[src/rtl/rsp_rr_arbiter_pkg.sv]
// Shared types and helpers for the read-response return-path arbiter.
// Consumed by rsp_rr_arbiter and rr_pick via import rsp_arb_pkg::*.
package rsp_arb_pkg;

    typedef enum logic [0:0] {
        ARB_IDLE = 1'b0,
        ARB_HOLD = 1'b1
    } state_t;

    localparam int MAX_SW_INST = 16;
    localparam int OPID_NONE   = 0;

    // Wide one-hot; callers size-cast down to their instance count.
    function automatic logic [MAX_SW_INST-1:0] onehot(input int unsigned idx);
        onehot = MAX_SW_INST'(1) << idx;
    endfunction

endpackage

[src/rtl/rsp_rr_arbiter_pick.sv]
// rr_pick: combinational rotating-priority encoder.
// Returns the first set bit of eligible scanning from ptr upward with wrap.
module rr_pick
    import rsp_arb_pkg::*;
#(
    parameter int N     = 5,
    parameter int IDX_W = (N > 1) ? $clog2(N) : 1
) (
    input  logic [N-1:0]     eligible,
    input  logic [IDX_W-1:0] ptr,
    output logic [IDX_W-1:0] winner,
    output logic             found
);

    always_comb begin
        int idx;
        idx    = 0;
        winner = '0;
        found  = 1'b0;
        for (int off = 0; off < N; off++) begin
            idx = int'(ptr) + off;
            if (idx >= N) begin
                idx = idx - N;
            end
            if (!found && eligible[idx]) begin
                found  = 1'b1;
                winner = IDX_W'(idx);
            end
        end
    end

endmodule

[src/rtl/rsp_rr_arbiter.sv]
// Round-robin arbiter sharing one registered read-response path between switch instances.
// Define RSP_ARB_FIXED_PRIO_EN for fixed lowest-index-wins priority (no rotation pointer).
//
//   state    | meaning
//   ---------+-----------------------------------------------------------
//   ARB_IDLE | sample eligible requests, capture the winner's payload
//   ARB_HOLD | response presented on outputs until valid && ready
module rsp_rr_arbiter
    import rsp_arb_pkg::*;
#(
    parameter int NUM_SW_INST = 5,
    parameter int W_WIDTH     = 8,
    parameter int OPID_W      = 8
) (
    input  logic                   clk,
    input  logic                   rst,
    input  logic [NUM_SW_INST-1:0] req,
    input  logic [W_WIDTH-1:0]     rd_data_in [NUM_SW_INST],
    input  logic [OPID_W-1:0]      op_id_in   [NUM_SW_INST],
    output logic [NUM_SW_INST-1:0] grant,
    output logic [W_WIDTH-1:0]     rd_data_out,
    output logic [OPID_W-1:0]      op_id_out,
    output logic                   valid,
    input  logic                   ready
);

    localparam int IDX_W = $clog2(NUM_SW_INST);

    state_t                 state;
    logic [NUM_SW_INST-1:0] eligible;
    logic [IDX_W-1:0]       pick_ptr;
    logic [IDX_W-1:0]       winner;
    logic                   found;
    logic                   capture;

    // A zero op_id marks an empty slot, so such requests are never granted.
    always_comb begin
        eligible = '0;
        for (int i = 0; i < NUM_SW_INST; i++) begin
            eligible[i] = req[i] && (op_id_in[i] != OPID_W'(OPID_NONE));
        end
    end

    assign capture = (state == ARB_IDLE) && found;

`ifdef RSP_ARB_FIXED_PRIO_EN
    assign pick_ptr = '0;
`else
    logic [IDX_W-1:0] ptr;

    always_ff @(posedge clk) begin
        if (rst) begin
            ptr <= '0;
        end else if (capture) begin
            ptr <= (winner == IDX_W'(NUM_SW_INST - 1)) ? '0 : winner + IDX_W'(1);
        end
    end

    assign pick_ptr = ptr;
`endif

    rr_pick #(
        .N     (NUM_SW_INST),
        .IDX_W (IDX_W)
    ) u_pick (
        .eligible (eligible),
        .ptr      (pick_ptr),
        .winner   (winner),
        .found    (found)
    );

    always_ff @(posedge clk) begin
        if (rst) begin
            state       <= ARB_IDLE;
            grant       <= '0;
            valid       <= 1'b0;
            rd_data_out <= '0;
            op_id_out   <= '0;
        end else begin
            grant <= '0;
            case (state)
                ARB_IDLE: begin
                    if (found) begin
                        rd_data_out <= rd_data_in[winner];
                        op_id_out   <= op_id_in[winner];
                        valid       <= 1'b1;
                        grant       <= NUM_SW_INST'(onehot(32'(winner)));
                        state       <= ARB_HOLD;
                    end else begin
                        valid <= 1'b0;
                    end
                end
                ARB_HOLD: begin
                    if (valid && ready) begin
                        valid <= 1'b0;
                        state <= ARB_IDLE;
                    end
                end
                default: begin
                    valid <= 1'b0;
                    state <= ARB_IDLE;
                end
            endcase
        end
    end

    a_grant_with_valid: assert property (@(posedge clk) disable iff (rst)
        (|grant) |-> (valid && $onehot(grant)));

endmodule

[config.mk]
export PLATFORM = sky130hd
export DESIGN_NAME = rsp_rr_arbiter
export DESIGN_NICKNAME = d
export VERILOG_FILES = /design/src/rtl/rsp_rr_arbiter_pkg.sv /design/src/rtl/rsp_rr_arbiter_pick.sv /design/src/rtl/rsp_rr_arbiter.sv
export SDC_FILE = /design/constraint.sdc
export NUM_CORES = 1
export LEC_CHECK = 0
export ABC_AREA = 1
export CAP_MARGIN = 20
export CELL_PAD_IN_SITES_DETAIL_PLACEMENT = 1
export CELL_PAD_IN_SITES_GLOBAL_PLACEMENT = 2
export CORE_ASPECT_RATIO = 1.2
export CORE_MARGIN = 1.5
export CORE_UTILIZATION = 23
export CTS_CLUSTER_SIZE = 10
export DETAILED_ROUTE_END_ITERATION = 8
export GPL_TIMING_DRIVEN = 0
export PLACE_DENSITY = 0.83
export SLEW_MARGIN = 5
export SYNTH_ARGS = -nofsm -noshare
export SYNTH_HDL_FRONTEND = slang
export SYNTH_SLANG_ARGS = --single-unit
[constraint.sdc]
create_clock -name clk -period 4.02 [get_ports clk]
set_input_delay 0.402 -clock clk [delete_from_list [all_inputs] [get_ports clk]]
set_output_delay 0.402 -clock clk [all_outputs]
set_load 0.01 [all_outputs]
## Yosys cells after proc, flatten, opt, wreduce, memory -nomap -nowiden

Index checks and enable logic that the tools add are counted.

- Bits in registers: 26
- Latch bits: 0
- RAM bits: 0
- ROM bits: 0
- Input port bits: 88
- Memories kept: 0

- Add/sub/neg operators: 10
- $mul: 0
- Div/mod/pow operators: 0
- Magnitude comparators: 11
- Equality and inequality tests: 2
- Shifts and indexed selects: 1
- Muxes and demuxes: 42
- Bitwise gates (word level): 3
- Reduce and logical (&&, ||, !) cells: 22

Operators with widths:

| cell | number |
|---|---|
| 32-bit by 5-bit < comparator with 1-bit output, second input constant | 5 |
| 32-bit two-way mux | 5 |
| 32-bit by 4-bit greater-or-equal comparator with 1-bit output, second input constant | 4 |
| 32-bit by 4-bit subtractor with 32-bit output, second input constant | 4 |
| 8-bit binary-select mux with 3-bit select | 2 |
| 8-bit nonzero test | 5 |
| 8-bit two-way mux | 4 |
| 1-bit two-way mux | 18 |
| 3-bit two-way mux | 6 |
| 1-bit binary-select mux with 3-bit select | 5 |
| 1-bit logical AND | 11 |
| 3-bit by 2-bit adder with 4-bit output, second input constant | 2 |
| 1-bit by 3-bit << shifter with 5-bit output, first input constant | 1 |
| 3-bit by 1-bit adder with 4-bit output, second input constant | 1 |
| 3-bit by 3-bit adder with 4-bit output, second input constant | 1 |
| 4-bit greater-or-equal comparator, second input constant | 1 |
| 1-bit logical NOT | 4 |
| 3-bit NOT with 4-bit output | 1 |
| 1-bit one-hot mux with 2 select lines | 2 |
| 3-bit by 3-bit subtractor with 4-bit output, second input constant | 1 |
| 3-bit by 1-bit adder with 3-bit output, second input constant | 1 |
| 3-bit equality test, second input constant | 1 |
| 3-bit greater-or-equal comparator, second input constant | 1 |
| 3-bit OR reduction | 1 |
| other kinds (3) | 4 |

## Longest topological paths before layout

- Depth after elaboration: 22
- Depth in mapped cells: 26
- Mapped depth without buffers: 25

## By module

A second synthesis with hierarchy kept.

- Cell total of the unflattened synthesis: 533
- Area, all modules: 3076.7 um^2

By module, submodules not included:

| module | times used | cells an instance | area an instance (um^2) | seq. area each (um^2) |
|---|---|---|---|---|
| rsp_rr_arbiter | 1 | 363 | 2105.8 | 520.5 |
| rr_pick | 1 | 170 | 970.9 | 0.0 |

## Worst setup path before layout

No wires, ideal clock.

- Path kind: register -> register
- From: register ptr[0], in the netlist pick_ptr[0]
- To: register ptr[2], in the netlist pick_ptr[2]
- Library setup time: 70 ps
- Arrival time: 3158 ps
- Data required time: 3950 ps
- Slack: 792 ps
- Cell stages (with the launch flop): 22
- Buffers on the path: 1
- Period minus slack after synthesis: 3228 ps
- Cell sequence: dfxtp_1 -> inv_2 -> ha_1 -> ha_1 -> o21ai_2 -> nand2_2 -> nand2_1 -> nand2_1 -> nand2_1 -> nand3_1 -> nand2_1 -> a21boi_2 -> nand3_4 -> nor2_2 -> nor2_8 -> buf_8 -> ha_1 -> nand3_1 -> nand2_1 -> inv_1 -> nand2_1 -> a21oi_1

- Cells in the longest elaborated chain, start to end: 20
- Elaborated cells between the ends (all ways): 56
- Those cells by class: 10 x add/sub; 5 x order compare; 1 x eq/ne; 31 x mux; 9 x reduce/logical

RTL lines:

| element | line | source |
|---|---|---|
| start, declared | rsp_rr_arbiter.sv:49 | `logic [IDX_W-1:0] ptr;` |
| start signal, assigned | rsp_rr_arbiter.sv:55 | `ptr <= (winner == IDX_W'(NUM_SW_INST - 1)) ? '0 : winner + IDX_W'(1);` |
| branches (longest 20 deep; another with 32-bit by 4-bit subtractor with 32-bit output) | - |  |

Parallel ways; which one is timed is not known. The select of a mux whose other input is x is not followed.
A chain may end at the register's enable or synchronous reset.

## Worst setup path in the final report

- From: register ptr[0], in the netlist pick_ptr[0]
- To: register ptr[0], in the netlist pick_ptr[0]

- Cells in the longest elaborated chain, start to end: 20
- Elaborated cells between the ends (all ways): 56
- Those cells by class: 10 x add/sub; 5 x order compare; 1 x eq/ne; 31 x mux; 9 x reduce/logical

RTL lines:

| element | line | source |
|---|---|---|
| branches (longest 17 deep; another with 32-bit by 4-bit subtractor with 32-bit output) | - |  |
| 3-bit two-way mux * | rsp_rr_arbiter_pick.sv:25 | `if (!found && eligible[idx]) begin` |
| named net u_pick.winner[0] | rsp_rr_arbiter_pick.sv:11 | `output logic [IDX_W-1:0] winner,` |
| 3-bit by 1-bit adder with 3-bit output / 3-bit equality test (equally long branches) | rsp_rr_arbiter.sv:55 |  |
| 3-bit two-way mux * | rsp_rr_arbiter.sv:55 |  |

Mark *: on every way through the listed nets, which the timed path passes. The select of a mux whose other input is x is not followed.

==> run_results.csv <==
group,metric,value,unit
outcome,status,"finished clean",
setup_path,crit_path_start_kind,"flop",
finish,area_delta_synth_final,42.09,%
placed_design,postPlaceCellArea,4772,µm²
cts,clock_sinks,26,
routing,drc,0,
setup_path,startpoint,"pick_ptr[0]",
hold_path,holdPathStages,2,
global_route,antenna_found_initial,0,
job,cap_viol_max_count,0,
yosys,synth_compound_area_share,10.76,%
cts,path_clk_slew,0.06,ns
yosys,synth_top_family_by_area,"simple AND/OR/NAND/NOR gates",
setup_path,reg2reg_from,"pick_ptr[0]",
hold_path,min_from,"state",
finish,drive_above_1_share,13.84,%
setup_path,worstSetupEndpointType,"flop",
routing,firstDrtPassIters,4,
yosys,yosys.area_share.simple,51.60,%
finish,nNetsFinal,810,
floorplanning,die_w,114.5,µm
timing,worstMarginPinSlew,0.6623,ns
finish,num_antenna_cells,0,
yosys,synth_xor_area_share,1.204,%
yosys,muxShareOfSynthArea,0,%
floorplanning,boundaryPins,110,
routing,wl_met1,5290,µm
yosys,yosysSeqAreaShare,15.17,%
finish,finalInstanceArea,4875,µm²
placed_design,port-buffer-count,109,
cts,hold_buffers,0,
floorplanning,die-area,15660,µm²
routing,wire_per_inst,14.78,µm
setup_path,ff2ff_path_depth,23,
yosys,yosys.area_share.adder,4.595,%
cts,clockBufferDepth,2,
routing,dr_wl_met3,573,µm
setup_path,cp_max_fo,11,
hold_path,hold_end,"state",
timing,period_share,92.00,%
cts,cts_buffers,3,
floorplanning,std_cell_rows,48,
global_route,grt_overflow,0,
floorplanning,core_area,14470,µm²
yosys,syn_area_per_cell,5.756,µm²
cts,cts-root-buf,"clkbuf_16",
timing,max_clock_freq,0.2704,GHz
placed_design,gp_congestion,0.8622,
timing,rsz0062_at_grt,"false",
timing,setup_violations,0,
hold_path,hp-class,"flop to flop",
cts,h-tree-depth,1,
yosys,synth.cell_area,3431,µm²
global_route,grt_usage,17.29,%
timing,period_needed,3.698,ns
routing,first_iter_violations,150,
routing,vias_per_cell,4.539,
cts,cts_tree,"built",
setup_path,cp_data_required_time,4.20,ns
floorplanning,die_h,136.8,µm
yosys,ys_ff_latch,26,
setup_path,r2r_setup_slack,0.32,ns
routing,routed_wl,13420,µm
routing,vias,4121,
placed_design,hpwlAfterDp,11580,µm
pwr,p_leak,2.421,nW
global_route,grt_pass1_wl,21400,µm
pwr,power.density,1011,nW/µm²
global_route,grt_max_degree,14,
yosys,synth.distinct_cells,35,
timing,finalHoldViolations,0,
timing,fin_skew,0.005101,ns
yosys,yosysWarnings,0,
setup_path,crit_type,"flop to flop",
global_route,grt_pass1_vias,4358,
floorplanning,start_util,23.70,%
pwr,peakVddDrop,0.3351,mV
cts,insertion_delay,0.26,ns
finish,post-route-util,33.68,%
setup_path,critical_path_arrival,3.88,ns
timing,slew_headroom,55.38,%
routing,highest_layer,"met4",
setup_path,reg2reg_to,"pick_ptr[0]",
yosys,syn_inst,596,
routing,wl_met2,7377,µm
yosys,syn-num-nets,696,
routing,detail-route-antenna-nets,0,
timing,final_max_slew_viol_count,0,
-- how the worst max path moves through the flow --
stage	to	slack, ns	depth (start not counted)
after detailed placement	pick_ptr[0]	-0.08	21
after global placement	pick_ptr[0]	0.006	21
final	pick_ptr[0]	0.32	23
after CTS	pick_ptr[0]	0.003	21
after global routing	pick_ptr[2]	0.009	23
after floorplan	pick_ptr[2]	0.79	21
-- report_power, final --
part           total [mW]  internal [mW]  leakage (nW)  switching [mW]
Combinational        4.27           1.51          2.17            2.77
Clock               0.219          0.132        0.0370          0.0875
Sequential          0.435          0.368         0.216          0.0673
-- kinds of logic after synthesis --
| group | after synthesis |
|---|---|
| flip-flops | 26 |
| AO/OA/AOI/OAI | 57 |
| AND/OR/NAND/NOR | 363 |
| XOR/XNOR | 3 |
| buffers and inverters | 135 |
| adder cells (fa/ha/maj) | 12 |
-- cell usage after synthesis --
cell      instances  share of area, %
xnor2_1           1              0.26
a21boi_2          1              0.33
inv_1           104                11
buf_8             1              0.44
o21a_1            2              0.44
nor2_8            1              0.58
ha_1             11               4.0
dfxtp_1          26                15
clkbuf_1          3              0.33
o211ai_4          1              0.62
nor2_2            4              0.73
nand2_1         173                19
a21oi_1          13               1.9
nor2_1           36               3.9
nor3_1            3              0.44
nand4_2           1              0.36
clkinv_4          1              0.26
buf_2             9               1.3
o21ai_1           5              0.73
nand2_2          15               2.7
buf_6             3              0.98
a21oi_2           9               2.3
fa_1              1              0.58
nand3_4           5               2.6
inv_2            10               1.1
xor2_2            2              0.95
o21ai_0          20               2.9
o21ai_2           6               1.5
nand3_1          98                14
nand2_4           2              0.66
nor2_4            3              0.98
nand3b_1          2              0.44
nand4_1           8               1.5
nand3_2          12               3.5
buf_4             4              0.88
-- routing by layer --
metal / GRT usage, % / vias up
met5: 0 / -
li1: - / 2090
met1: 19.05 / 1934
met2: 35.10 / 86
met3: 2.126 / 11
met4: 2.917 / 0
-- through the flow --
step | std cells | worst slack (ns) | power, mW | setup TNS (ns) | hold slack [ns]
floorplan | 596 | 0.7923 | 3.438 | 0 | 0.4544
global placement | 905 | 0.005897 | 4.656 | 0 | 0.4844
detailed placement | 905 | -0.07904 | 4.753 | -0.2133 | 0.4878
CTS | 908 | 0.003387 | 4.995 | 0 | 0.4993
global route | 908 | 0.009408 | 5.466 | 0 | 0.5201
finish | 908 | 0.3217 | 4.926 | 0 | 0.4942
-- placed cells by master (no fill, tap or decap), drive strengths merged, types with 3 or more instances in the layout --
cell type | netlist | layout
dfxtp | 26 | 26
o21ai | 31 | 31
buf | 17 | 17
inv | 114 | 114
clkbuf | 3 | 6
ha | 11 | 11
nand4 | 9 | 9
nor2 | 44 | 44
a21oi | 22 | 22
nand2 | 190 | 190
clkdlybuf4s50 | 0 | 109
nand3 | 115 | 115
nor3 | 3 | 3
-- area by class of cell --
class,instances,area [µm²]
plain buffers,20,135.1
clock buffers,3,75.07
fillers,1888,9599
inverters,115,439.2
multi-input cells,435,2361
flip-flops and latches,26,523.0
well taps,200,250.2
repair buffers,109,1091
-- worst max-delay path, cell delays in order, from the launching register on --
cell and delay [ns]:
dfxtp_2 0.38, inv_4 0.16, ha_1 0.21, inv_1 0.06, fa_1 0.42, nor2_1 0.21
nor2_2 0.08, o21ai_1 0.22, inv_2 0.08, nand3_1 0.09, nand2_1 0.06, nand2_1 0.06
nand2_2 0.09, nor2_4 0.21, nand4_4 0.18, nand3_4 0.16, buf_4 0.23, inv_2 0.08
ha_1 0.22, nand3_1 0.11, nand2_1 0.06, inv_1 0.06, nand2_1 0.06, a21oi_1 0.11
-- sequential cells by signal (all words and copies together), names as in the netlist --
register,flops
op_id_out,8
valid,1
grant,5
state,1
pick_ptr,3
rd_data_out,8
-- repair_timing --
item                       4_1_cts  5_1_grt
setup buffers                    0        0
setup endpoints to repair        3        4
gates resized for setup          2        7
Power figures use the tool's default switching activity.
